--- src/rtl/out_display_pkg.sv ---
// out_display_pkg: shared types, segment codes and the double-dabble nibble adjust
package out_display_pkg;

    typedef enum logic [1:0] {IDLE, CONVERT, COMMIT} state_t;

    typedef logic [1:0] digit_idx_t;

    localparam digit_idx_t DIG_UNITS    = 2'd0;
    localparam digit_idx_t DIG_TENS     = 2'd1;
    localparam digit_idx_t DIG_HUNDREDS = 2'd2;
    localparam digit_idx_t DIG_SIGN     = 2'd3;

    localparam logic [6:0] SEG_BLANK = 7'b0000000;
    localparam logic [6:0] SEG_MINUS = 7'b1000000;

    localparam logic [9:0][6:0] SEG_DIGIT = {
        7'h6F, 7'h7F, 7'h07, 7'h7D, 7'h6D, 7'h66, 7'h4F, 7'h5B, 7'h06, 7'h3F
    };

    function automatic logic [3:0] dd_adjust(input logic [3:0] n);
        return (n >= 4'd5) ? n + 4'd3 : n;
    endfunction

endpackage

--- src/rtl/out_display_seg7_decode.sv ---
// seg7_decode: BCD digit plus blank/minus controls to active-high {g,f,e,d,c,b,a}
import out_display_pkg::*;

module seg7_decode (
    input  logic [3:0] bcd_i,
    input  logic       blank_i,
    input  logic       minus_i,
    output logic [6:0] seg_o
);

    assign seg_o = minus_i ? SEG_MINUS :
                   (blank_i || bcd_i > 4'd9) ? SEG_BLANK : SEG_DIGIT[bcd_i];

endmodule

--- src/rtl/out_display.sv ---
// out_display: binary-to-BCD conversion of the CPU output register and a 4-digit multiplexed display
import out_display_pkg::*;

module out_display #(
    parameter int unsigned REFRESH_DIV = 1024,
    parameter bit          SIGNED_MODE = 1'b0,
    parameter bit          BLANK_LZ    = 1'b1
) (
    input  logic        clk,
    input  logic        rst_n,
    input  logic        out_load,
    input  logic [7:0]  out_value,
    output logic [6:0]  seg,
    output logic [3:0]  digit_en,
    output logic [11:0] bcd,
    output logic        busy
);

    state_t      state_q;
    logic [19:0] sh_q;
    logic [2:0]  step_q;
    logic        sign_cap_q;
    logic        sign_q;
    logic [11:0] bcd_q;
    logic        busy_q;
    logic        pend_v_q;
    logic [7:0]  pend_q;
    logic [15:0] ref_q;
    digit_idx_t  dig_q;
    logic [3:0]  den_q;
    logic [6:0]  seg_q;

    logic [7:0]  src;
    logic        neg;
    logic [7:0]  mag;
    logic        start;
    logic [19:0] adj;
    logic        wrap;
    digit_idx_t  dig_d;
    logic [3:0]  nib;
    logic        blank;
    logic        minus;
    logic [6:0]  seg_d;

    // a load seen during COMMIT is newer than anything pending, so it wins
    always_comb begin
        src   = (state_q == COMMIT && !out_load) ? pend_q : out_value;
        neg   = SIGNED_MODE && src[7];
        mag   = neg ? -src : src;
        start = (state_q == IDLE && out_load) || (state_q == COMMIT && (out_load || pend_v_q));
        adj   = {dd_adjust(sh_q[19:16]), dd_adjust(sh_q[15:12]), dd_adjust(sh_q[11:8]), sh_q[7:0]};
        wrap  = ref_q == 16'(REFRESH_DIV - 1);
        dig_d = wrap ? digit_idx_t'(dig_q + 2'd1) : dig_q;
        nib   = (dig_d == DIG_UNITS) ? bcd_q[3:0] : (dig_d == DIG_TENS) ? bcd_q[7:4] : bcd_q[11:8];
        minus = (dig_d == DIG_SIGN) && sign_q;
        blank = (dig_d == DIG_SIGN)     ? !sign_q :
                (dig_d == DIG_HUNDREDS) ? BLANK_LZ && bcd_q[11:8] == 4'd0 :
                (dig_d == DIG_TENS)     ? BLANK_LZ && bcd_q[11:4] == 8'd0 : 1'b0;
    end

    seg7_decode u_dec (
        .bcd_i   (nib),
        .blank_i (blank),
        .minus_i (minus),
        .seg_o   (seg_d)
    );

    // conversion FSM, pending slot, committed result and display scan
    always_ff @(posedge clk) begin
        if (!rst_n) begin
            state_q    <= IDLE;
            sh_q       <= '0;
            step_q     <= '0;
            sign_cap_q <= 1'b0;
            sign_q     <= 1'b0;
            bcd_q      <= '0;
            busy_q     <= 1'b0;
            pend_v_q   <= 1'b0;
            pend_q     <= '0;
            ref_q      <= '0;
            dig_q      <= DIG_UNITS;
            den_q      <= 4'b0001;
            seg_q      <= SEG_BLANK;
        end else begin
            ref_q <= wrap ? 16'd0 : ref_q + 16'd1;
            dig_q <= dig_d;
            den_q <= 4'b0001 << dig_d;
            seg_q <= seg_d;
            if (start) begin
                state_q    <= CONVERT;
                sh_q       <= {12'd0, mag};
                step_q     <= '0;
                sign_cap_q <= neg;
                busy_q     <= 1'b1;
            end else if (state_q == CONVERT) begin
                sh_q   <= adj << 1;
                step_q <= step_q + 3'd1;
                if (step_q == 3'd7)
                    state_q <= COMMIT;
            end else if (state_q == COMMIT) begin
                state_q <= IDLE;
                busy_q  <= 1'b0;
            end
            if (state_q == COMMIT) begin
                bcd_q    <= sh_q[19:8];
                sign_q   <= sign_cap_q;
                pend_v_q <= 1'b0;
            end else if (state_q != IDLE && out_load) begin
                pend_v_q <= 1'b1;
                pend_q   <= out_value;
            end
        end
    end

    assign seg      = seg_q;
    assign digit_en = den_q;
    assign bcd      = bcd_q;
    assign busy     = busy_q;

endmodule

--- config.mk ---
export PLATFORM = sky130hd
export DESIGN_NAME = out_display
export DESIGN_NICKNAME = d
export VERILOG_FILES = /design/src/rtl/out_display_pkg.sv /design/src/rtl/out_display_seg7_decode.sv /design/src/rtl/out_display.sv
export SDC_FILE = /design/constraint.sdc
export NUM_CORES = 1
export LEC_CHECK = 0
export ABC_AREA = 1
export BUFFER_PORTS_ARGS = -buffer_cell sky130_fd_sc_hd__buf_2
export CAP_MARGIN = 20
export CORE_ASPECT_RATIO = 1.4
export CORE_MARGIN = 2
export CORE_UTILIZATION = 32
export DETAILED_ROUTE_END_ITERATION = 12
export PLACE_DENSITY = 0.46
export SETUP_SLACK_MARGIN = 0.02
export SLEW_MARGIN = 5
export SYNTH_ARGS = -nofsm -noshare
export SYNTH_HDL_FRONTEND = slang
export SYNTH_SLANG_ARGS = --single-unit
--- constraint.sdc ---
create_clock -name clk -period 2.2 [get_ports clk]
set_input_delay 0.11 -clock clk [delete_from_list [all_inputs] [get_ports clk]]
set_output_delay 0.11 -clock clk [all_outputs]
set_load 0.005 [all_outputs]
-- After elaboration in Yosys (flattened, before gate mapping)
Memories as Yosys holds them, arrays and structs flattened. A register that Yosys moved wholly into a read port is not among the register bits.
Index checks and enable logic that the tools add are counted.
- bits in latches: 0
- output and inout bits: 24
- input port bits: 11
- ROM bits: 112
- register bits: 69
- memories: 1
- memory bits (writable): 0
- logic and storage cells: 80
- multiplexer cells: 19
- bitwise operators: 2
- add/sub/neg operators: 6
- equality and inequality tests: 10
- reductions and logical operators: 25
- order comparisons: 4
- div/mod/pow operators: 0
- shift operators: 1
- $mul: 0
- memories (name ; depth ; bits a word ; read ports ; clocked after memory_dff ; wr ports ; line ; text):
    (no name shown) ; 16 ; 7 ; 1 ; 1 ; 0 ; out_display_seg7_decode.sv:12 ; (blank_i || bcd_i > 4'd9) ? SEG_BLANK : SEG_DIGIT[bcd_i];
- operators by type and width (operator ; number):
    $mux 8 ; 3
    $add 16x1->16 const B ; 1
    $eq 16x10->1 const B ; 1
    $mux 4 ; 4
    $ge 4x3->1 const B ; 3
    $add 4x2->4 const B ; 2
    $logic_not 8->1 ; 1
    $mux 2 ; 4
    $reduce_and 2->1 ; 4
    $reduce_bool 2->1 ; 4
    $reduce_or 2->1 ; 4
    $mux 1 ; 7
    $eq 2x2->1 const B ; 3
    $eq 2x1->1 const B ; 2
    $gt 4x4->1 const B ; 1
    $logic_and 1x1->1 ; 4
    $logic_not 2->1 ; 2
    $logic_not 4->1 ; 1
    $shl 1x2->4 const A ; 1
    $add 3x1->3 const B ; 1
    $add 3x2->3 const B ; 1
    $eq 3x3->1 const B ; 1
    $logic_or 1x1->1 ; 3
    $mux 3 ; 1
    7 further kinds ; 8

-- Longest topological paths before layout
- word-level depth: 8
- depth in mapped cells: 18
- gate-level depth less buffers: 18

-- Cells and area by module
A second synthesis with hierarchy kept.
- cell total of the unflattened synthesis: 485
- area total of the unflattened synthesis: 3637.2 um^2
- modules (own cells, without submodules) (module ; area each (um^2) ; seq. area each (um^2) ; instances ; cells an instance):
    out_display ; 3418.3 ; 1521.5 ; 1 ; 446
    seg7_decode ; 219.0 ; 0.0 ; 1 ; 39

-- Worst setup path after synthesis
No wires, ideal clock.
- path kind: flip-flop to flip-flop
- start point: register ref_q[0]
- end point: register seg_q[0] (netlist: seg[0])
- library setup time: 114 ps
- stages on the path, launching flop included: 16
- clock period less this slack: 2172 ps
- data required time: 2086 ps
- arrival time: 2058 ps
- buffers on the path: 0
- slack: 28 ps
- path through: dfxtp_1 -> ha_1 -> nand3_4 -> nor2_8 -> nand3_2 -> nand2_4 -> inv_2 -> nand2_1 -> nand2_1 -> nor2_2 -> inv_1 -> ha_1 -> nor2_1 -> o21ai_2 -> nand2_4 -> nor2_2
- longest elaborated chain between the ends: 8
- elaborated cells on any way between the ends: 14
- classes of those cells: order compare: 1; eq/ne: 4; mux: 6; reduce/logical: 3
- ends and longest elaborated chain (item ; line ; text):
    from (decl) ; out_display.sv:28 ; logic [15:0] ref_q;
    from (signal assigned) ; out_display.sv:85 ; ref_q <= wrap ? 16'd0 : ref_q + 16'd1;
    $eq 16x10->1 (*) ; out_display.sv:52 ; wrap = ref_q == 16'(REFRESH_DIV - 1);
    $mux 2 (*) ; out_display.sv:53 ; dig_d = wrap ? digit_idx_t'(dig_q + 2'd1) : dig_q;
    $eq 2x1->1 ; out_display.sv:54, out_display.sv:58 ;
    $mux 4 / $mux 1 (equally long branches) ; out_display.sv:54, out_display.sv:58 ;
    $mux 4 / $mux 1 (equally long branches) ; out_display.sv:54, out_display.sv:57 ;
    $gt 4x4->1 / $mux 1 (equally long branches) ; out_display_seg7_decode.sv:12, out_display.sv:56 ;
    $logic_or 1x1->1 ; out_display_seg7_decode.sv:12 ;
    $reduce_or 2->1 (no line) ; n/a ;
    to (signal assigned) ; out_display.sv:88 ; seg_q <= seg_d;
    to (decl) ; out_display.sv:31 ; logic [6:0] seg_q;
Every way passes the cells marked *; elsewhere a longest branch is shown, timed or not.
A chain may end at the register's enable or synchronous reset.

-- Worst setup path in the final report
- start point: register ref_q[1]
- end point: register seg_q[0] (netlist: seg[0])
Same word-level chain as after synthesis.

==> reports/qor.txt <==
Status = finished, final reports clean
Synthesized cell area = 3640 µm²
Hold endpoint = pend_q[2]
Num Clock Sinks = 76
CP top delay family = simple AND/OR/NAND/NOR gates
Vias in the first global route = 3055
CP required = 2430 ps
RR Endpoint = seg[0]
Average cell area after synthesis = 7.56 µm²
R2r startpoint = ref_q[1]
Routed vias = 3176
Initial Utilization = 0.324
Root Buffer = clkbuf_16
Cts hold-fix bufs = 0
Routed WL per cell = 12.1 µm
Leakage = 0.00200 µW
Setup violators final = 0
Worst reg2reg path depth = 15
Antenna-violating nets left = 0
Synth Register Bits = 76
Fin crit share = 0.923
Core Util, Final = 0.398
CTS Buffer Depth = 2
Worst-path clk slew = 50 ps
Post-synthesis sequential area ratio = 0.418
Die Ht = 130 µm
Slowest cell on crit path = dfxtp_2
DRC Markers = 0
H-tree Lvls = 3
Final hold vios = 0
Initial antenna violation count = 0
Die Wd = 94.1 µm
PwrDens = 672 nW/µm²
Clk_skew = 4.61 ps
Syn nets = 508
Most area-consuming cells after synthesis = dfxtp_1 (42%), a21oi_1 (8.9%), nand2_1 (8.7%), inv_1 (5.7%), ha_1 (5.5%)
Worst setup margin = 168 ps
Area fraction of the dominant cell type after synthesis = 0.418
Synth cell types = 34
Hold path cells = 3
TritonCTS buffer count = 9
Setup CP Type = reg -> reg
Dominant cell type by area after synthesis = dfxtp_1
Top-count cell post-synth = nand2_1
Largest net degree at the start of global routing = 26
Layout Nets = 566
Crit path DAT = 2260 ps
Core Footprint = 11200 µm²
Final Power = 3000 µW
Total Routed Length = 8.28 mm
Die area = 12200 µm²
DRT Pass-1 Iters = 4
Initial drt markers = 95
First-pass GRT wire length = 13.9 mm
Setup TNS = 0 ps
GPL Wtd Cong = 0.828
Worst skew pair latency = 330 ps
CP Cell Sequence = ha_4 > nand3_4 > nor2_8 > nand3_4 > nand2_4 > inv_4 > nand2_2 > nand2_2 > nor2_4 > inv_2 > ha_2 > nor2_1 > o21ai_2 > nand2_4 > nor2_2
Prevailing post-synth register cell = dfxtp_1
Ys async rst share = 0
Worst hold start = out_value[2]
Crit path launch type = flop
Gate Count Post-Synth = 481
Critical path capture point type = flop
Max FO, Critical Path = 7
Overflow after GRT = 0
Synth top cells by count = nand2_1 (84), dfxtp_1 (76), a21oi_1 (65)
EDFF count, synth = 0
Ys Warns = 0
Via/cell ratio = 4.62
Slew at the pin closest to its max-slew limit = 554 ps
Min Hold Slack = 56.5 ps
Gr usage total = 0.144
Maxcap violations = 0
Ports = 35
Max Clk Rate = 0.492 GHz
# rows = 46
RSZ-0062 raised after global routing = true
Share of layout cells above drive strength 1 = 0.234
Final period demand of the worst path = 2030 ps
Worst Path Buf+Inv = 2
Antenna Cells = 0
Post-DP HPWL = 6.05 mm
Pins Over Slew Limit = 0
Worst VDD drop = 0.000364 V
IO buf count = 34
Crit path largest cell delay = 350 ps
CTS tree = yes
Flop-to-flop setup slack = 170 ps
Slew headroom = 0.631
Pre-CTS setup slack = 2.51 ps
Hold crit path type = in -> reg
Area delta synth->final = 22.8%
[where the power goes]
part           total, µW  switching [µW]  leakage (µW)  internal, µW
clock               1360             543      0.000135           815
combinational        192             117       0.00125          75.2
sequential          1450            26.5      0.000620          1420
total               3000             686       0.00200          2310
[cells in the final DEF (no fill, tap or decap), types with 9 or more instances in the layout]
cell type  instances
a21oi_1           65
buf_2             34
buf_4             25
clkbuf_16          9
dfxtp_1           74
ha_1              14
inv_1             53
nand2_1           81
nand2_2           10
nand3_1           25
nor2_1            38
nor2_2            12
o21ai_0           34
[worst max-delay path by stage]
| stage | startpoint | end | slack [ps] | cells past startpoint |
|---|---|---|---|---|
| 6_report | ref_q[1] | seg[0] | 170 | 15 |
| 3_3_place_gp | ref_q[0] | seg[0] | 60 | 15 |
| 3_5_place_dp | ref_q[0] | seg[0] | 3 | 15 |
| 4_1_cts | ref_q[0] | seg[0] | 40 | 14 |
| 2_1_floorplan | ref_q[0] | seg[0] | 30 | 15 |
| 5_1_grt | ref_q[1] | seg[0] | 20 | 14 |
[routing by layer]
metal | wire length (µm) | vias up | global-route usage
met2 | 4200 | 39 | 0.255
met1 | 3670 | 1439 | 0.163
met4 | 212 | 0 | 0.0793
li1 | - | 1683 | -
met5 | 0 | - | 0
met3 | 193 | 15 | 0.0237
[stage by stage]
stage	instance area, µm²	cells
floorplan	3640	481
global placement	4110	670
detailed placement	4110	670
CTS	4400	686
global route	4460	687
finish	4460	687
[layout make-up]
cell class	count	area, µm²
fillers	1181	6760
multi-input cells	334	1910
flip-flops and latches	76	1520
repair buffers	59	358
clock buffers	13	260
inverters	59	225
well taps	144	180
clock inverters	2	10.0
[state kept, by name, summed over array words and instances, names as in the netlist]
name and cells:
ref_q 16, step_q 3, seg 7, bcd 12, pend_q 8, digit_en 4
state_q 2, dig_q 2, busy 1, sh_q 20, pend_v_q 1
[worst min-delay path, delay by kind of cell]
family,cells,cell delay (ps)
compound gates,1,60
buf+inv,1,100
simple gates,1,70
[what timing repair did]
| action | in CTS | in global routing |
|---|---|---|
| setup endpoints to repair | 7 | 8 |
| buffers inserted | 1 | 1 |
| gates resized for setup | 1 | 19 |
| pin swaps | 1 | 7 |
[kinds of logic (layout without fill, tap and decap cells)]
| logic type | Yosys count | in the layout | synth area share |
|---|---|---|---|
| DFF | 76 | 76 | 0.418 |
| buffers and inverters | 71 | 133 | 0.0740 |
| xor gates and xnor gates | 7 | 7 | 0.0169 |
| adders and majority gates | 16 | 16 | 0.0551 |
| AOI/OAI and AO/OA | 110 | 110 | 0.159 |
| and+or+nand+nor | 200 | 200 | 0.274 |
| muxes | 1 | 1 | 0.00275 |
(Power assumes the default switching activity.)
